[src/rtl/reglist_sequencer.sv]
// ----------------------------------------------------------------------------
// reglist_sequencer
//
// Walks an LDM/STM register list one register at a time. A WIDTH-bit mask is
// loaded on an accepted start, and each accepted transfer (valid & ack) retires
// the register currently presented, lowest-first or highest-first. The
// popcount of the loaded mask is kept on count for base-address writeback.
//
// Ports
//   clk         rising-edge clock
//   rst         synchronous active-high reset
//   start       load request, honoured only while busy=0
//   start_mask  register list captured on an accepted start
//   descending  1 = highest register first, captured on an accepted start
//   ack         consumer takes the current index (ignored while valid=0)
//   abort       drop the list in progress and return to idle
//   busy        list in progress (RUN or DONE)
//   valid       index/first/last are meaningful
//   index       current register number (0 while valid=0)
//   first       current index is the first of the list
//   last        current index is the only register remaining
//   count       popcount of the most recently accepted start_mask
//   done        one-cycle pulse when a list completes without abort
// ----------------------------------------------------------------------------
module reglist_sequencer #(
    parameter int WIDTH = 16,
    parameter int IDX_W = 4
) (
    input  logic             clk,
    input  logic             rst,
    input  logic             start,
    input  logic [WIDTH-1:0] start_mask,
    input  logic             descending,
    input  logic             ack,
    input  logic             abort,
    output logic             busy,
    output logic             valid,
    output logic [IDX_W-1:0] index,
    output logic             first,
    output logic             last,
    output logic [IDX_W:0]   count,
    output logic             done
);

    typedef enum logic [1:0] {
        IDLE = 2'd0,
        RUN  = 2'd1,
        DONE = 2'd2
    } state_t;

    state_t           state;
    logic [WIDTH-1:0] mask_r;
    logic             desc_r;
    logic             first_r;
    logic [IDX_W-1:0] sel_idx;
    logic             one_left;
    logic             mask_empty;

    // Population count of a candidate list; needs IDX_W+1 bits so that a
    // full mask reports WIDTH rather than wrapping to zero.
    function automatic logic [IDX_W:0] popcount(input logic [WIDTH-1:0] m);
        logic [IDX_W:0] c;
        c = '0;
        for (int i = 0; i < WIDTH; i++) begin
            c = c + (IDX_W+1)'(m[i]);
        end
        return c;
    endfunction

    // Priority select of the next register. The later loop iteration wins,
    // so scanning upward finds the highest set bit and scanning downward
    // finds the lowest.
    always_comb begin
        sel_idx = '0;
        if (desc_r) begin
            for (int i = 0; i < WIDTH; i++) begin
                if (mask_r[i]) sel_idx = IDX_W'(i);
            end
        end else begin
            for (int i = WIDTH - 1; i >= 0; i--) begin
                if (mask_r[i]) sel_idx = IDX_W'(i);
            end
        end
    end

    // Exactly one bit left: non-zero and clearing the lowest set bit empties it.
    assign mask_empty = (mask_r == '0);
    assign one_left   = !mask_empty && ((mask_r & (mask_r - WIDTH'(1))) == '0);

    // An empty list still passes through RUN for one cycle with nothing to
    // present, so valid is qualified by a non-empty mask. This keeps busy up
    // for two cycles and places done two cycles after start, as for a list
    // whose single entry is acked at once.
    assign busy  = (state != IDLE);
    assign valid = (state == RUN) && !mask_empty;
    assign done  = (state == DONE);
    assign index = valid ? sel_idx : '0;
    assign first = valid & first_r;
    assign last  = valid & one_left;

    // Sequencer state. Abort beats ack in RUN; in IDLE start beats abort.
    // A start while busy is simply not looked at, so mask/count/direction
    // of the running list are untouched.
    always_ff @(posedge clk) begin
        if (rst) begin
            state   <= IDLE;
            mask_r  <= '0;
            desc_r  <= 1'b0;
            first_r <= 1'b0;
            count   <= '0;
        end else begin
            case (state)
                IDLE: begin
                    if (start) begin
                        mask_r  <= start_mask;
                        desc_r  <= descending;
                        first_r <= 1'b1;
                        count   <= popcount(start_mask);
                        state   <= RUN;
                    end
                end
                RUN: begin
                    if (abort) begin
                        mask_r  <= '0;
                        first_r <= 1'b0;
                        state   <= IDLE;
                    end else if (mask_empty) begin
                        first_r <= 1'b0;
                        state   <= DONE;
                    end else if (ack) begin
                        mask_r  <= mask_r & ~(WIDTH'(1) << sel_idx);
                        first_r <= 1'b0;
                        if (one_left) state <= DONE;
                    end
                end
                DONE: begin
                    mask_r  <= '0;
                    first_r <= 1'b0;
                    state   <= IDLE;
                end
                default: begin
                    mask_r  <= '0;
                    first_r <= 1'b0;
                    state   <= IDLE;
                end
            endcase
        end
    end

endmodule

[config.mk]
export PLATFORM = sky130hd
export DESIGN_NAME = reglist_sequencer
export DESIGN_NICKNAME = d
export VERILOG_FILES = /design/src/rtl/reglist_sequencer.sv
export SDC_FILE = /design/constraint.sdc
export NUM_CORES = 1
export LEC_CHECK = 0
export ABC_CLOCK_PERIOD_IN_PS = 4000
export CAP_MARGIN = 20
export CORE_MARGIN = 10
export CORE_UTILIZATION = 35
export DETAILED_ROUTE_END_ITERATION = 16
export GPL_TIMING_DRIVEN = 0
export PLACE_DENSITY = 0.7
export SYNTH_ARGS = -nofsm -noshare
export SYNTH_HDL_FRONTEND = slang
export SYNTH_SLANG_ARGS = --single-unit
export TNS_END_PERCENT = 30
[constraint.sdc]
create_clock -name clk -period 4 [get_ports clk]
set_input_delay 0.8 -clock clk [delete_from_list [all_inputs] [get_ports clk]]
set_output_delay 0.8 -clock clk [all_outputs]
set_load 0.02 [all_outputs]
==> results by group <==
Outcome
  – Outcome: completed

Critical path
  – Critical Path AT: 4.15 ns
  – Worst path required time: 4.22 ns
  – CP Launch Type: input port
  – Crit path kind: in -> reg
  – Critical Path Max Stage Delay: 0.59 ns
  – Worst path cell trace: buf_6, fa_1, inv_2, fa_1, fa_2, fa_2, inv_2, ha_4, inv_2, fa_2, nor2b_4, o21ai_2, nor2_1, a21oi_1, nor2_1
  – Crit end category: register
  – Critical Path Fanout Max: 2
  – Slowest CP cell: fa_2

Floorplan
  – Die W: 104 µm
  – Die Height: 104 µm
  – Die footprint: 10800 µm²
  – Starting density of the core: 36.1%
  – Rows: 30
  – Core area: 6830 µm²
  – I/O pin cnt: 36

Routing
  – WL final: 7.46 mm
  – DR vias/cell: 5.62
  – Post-route antenna net violation count: 0
  – Pre-antenna DRT Iters: 5
  – DRC viols: 0
  – Iteration-0 DRC Markers: 202
  – Drt wl/cell: 16.6 µm
  – Vias post-DR: 2522

Synthesis
  – Post-synthesis async set-or-reset flop share: 0%
  – Post-Synthesis Mean Instance Area: 7.88 µm²
  – Mapped cell area: 2470 µm²
  – Synth warn: 0
  – Top-area cell type share of the netlist area: 20.3%
  – Cell count after synthesis: 313
  – Seq cells post-synth: 25
  – Post-synth top area cell: dfxtp_1
  – Synth cell count leaders: nor2_1, a21oi_1, dfxtp_1, inv_1
  – Distinct cells, synth: 52
  – Sequential element share of the synthesized area: 20.3%
  – Dominant synthesized flop cell: dfxtp_1
  – Syn nets: 350
  – Top cells by area, synth: dfxtp_1, fa_1, a21oi_1
  – Most frequent cell after synthesis: nor2_1
  – Post-synth EDFFs: 0

Clocking
  – Clock root buffer: clkbuf_8
  – H-tree Lvls: 1
  – # clock sinks: 25
  – Max clock buf depth: 2
  – Worst-skew pair later-pin latency: 0.28 ns
  – CTS tree: built
  – Hold-fix buffers, CTS: 0
  – Num CTS Buffers: 3
  – Clock transition at path regs: 0.10 ns

Global routing
  – Total grt overflow: 0
  – Global-route usage over all layers: 13.6%
  – Global-route wire length before repair: 12.5 mm
  – Number of global-route vias before repair: 2481
  – Pin count of the biggest net entering global routing: 15
  – Initial antenna violation count: 0

Timing
  – Worst-margin pin slew: 0.785 ns
  – Final slew viol count: 0
  – Setup Skew: 0.00987 ns
  – Maximum clock rate: 254 MHz
  – Final setup violation count: 0
  – Worst rel slew slack: 47.6%
  – Crit share post-route: 98.3%
  – RSZ-0062 raised after global routing: yes
  – Fin Hold WS: 0.483 ns
  – Final hold viol count: 0
  – Final worst path period need: 3.93 ns

Run
  – Max Cap Viol: 0

Hold path
  – Worst min path class: reg -> reg

Placed design
  – Placed inst area: 2940 µm²
  – GPL Wtd Cong: 0.896
  – Count of input and output buffers: 35
  – Placed cells: 444
  – DPL Wire Length: 5.84 mm

Final layout
  – Final design area excluding fillers: 3000 µm²
  – Layout cells sized above 1: 16.1%
  – ANT cells: 0
  – Final Net Count: 391
  – Final std cells w/o fill: 449
  – # fillers: 727
  – P&R area growth vs syn: 21.5%

Power and ir drop
  – Power Density: 397 nW/µm²
  – Leakage power: 1.16 nW
  – VDD IR max: 0.247 mV
-- sequential cells by signal, summed over array words and instances, names as in the netlist --
signal	flops
count	5
desc_r	1
first_r	1
mask_r	16
state	2
-- layout make-up --
cell class,instances,area (µm²),area share (%)
Buffer,26,211,7.06
Multi-Input combinational cell,238,1700,56.6
Timing Repair Buffer,36,332,11.1
Sequential cell,25,500,16.7
Tap cell,96,120,4.01
Clock inverter,1,5.00,0.167
Inverter,24,90.1,3.01
Clock buffer,3,41.3,1.38
-- cell families (layout without fill, tap and decap cells) --
group	Yosys count	count (layout)	share of synthesized area (%)
simple gates	109	109	24.5
compound gates	101	101	27.1
buf+inv	50	90	12.2
flops	25	25	20.3
fa+ha+maj	17	17	11.5
mux	10	10	4.06
xor+xnor	1	1	0.355
-- path summary, 6_finish.rpt --
kind,cells past startpoint,start,end,slack (ns)
worst max-delay path,15,start_mask[3],count[4],0.07
worst min-delay path,2,first_r,first_r,0.48
worst max register to register,6,mask_r[13],mask_r[3],1.60
worst min register to register,2,first_r,first_r,0.48
-- worst max-delay path: cells and delay by family --
family	cells	cell delay (ns)
AOI/OAI and AO/OA	2	0.11
adders and majority gates	6	2.63
buffers and inverters	4	0.28
and+or+nand+nor	3	0.33
-- metal layers --
metal | GRT usage (%) | wire, µm | up-vias
met5 | 0 | 0 | -
met1 | 17.2 | 3240 | 1147
met4 | 3.78 | 111 | 0
met3 | 3.16 | 645 | 11
li1 | - | - | 1229
met2 | 22.3 | 3460 | 135
-- cells in the final DEF, fill, tap and decap left out, drive strengths merged, types with 3 or more instances in the layout --
cell and n:
a211oi 12, a21oi 34, a22oi 4, a31oi 4, and2 5, buf 14, clkbuf 24, clkdlybuf4s50 26
dfxtp 25, fa 10, ha 5, inv 24, mux2i 10, nand2 15, nand2b 4, nand3 7
nand4 3, nor2 37, nor2b 8, nor3 10, nor4 11, o211ai 4, o21ai 15, o22ai 5
o31ai 3, or4 5
-- power breakdown --
group,internal [W],leakage (nW),total (W),switching [W]
logic,0.000312,0.932,0.000730,0.000418
clock network,0.0000701,0.0255,0.000159,0.0000892
registers,0.000280,0.205,0.000301,0.0000209
-- per-stage QoR --
stage | worst slack (ns) | util (%) | total power, W | TNS (ns)
6_report | 0.0688 | 43.9 | 0.00119 | 0
4_1_cts | 0.00334 | 43.9 | 0.00116 | 0
5_1_grt | -0.0763 | 43.9 | 0.00129 | -0.203
2_1_floorplan | 0.158 | - | 0.000779 | 0
3_3_place_gp | -0.674 | 43.0 | 0.000974 | -2.58
3_5_place_dp | -0.711 | 43.0 | 0.000985 | -2.70
-- what timing repair did --
item	in CTS	in global routing
resized for setup	29	20
pin swaps	8	12
cloned	0	0
endpoints found under the setup margin	4	4
buffers inserted	0	1
Note: power is estimated with default switching activity, not from simulation.
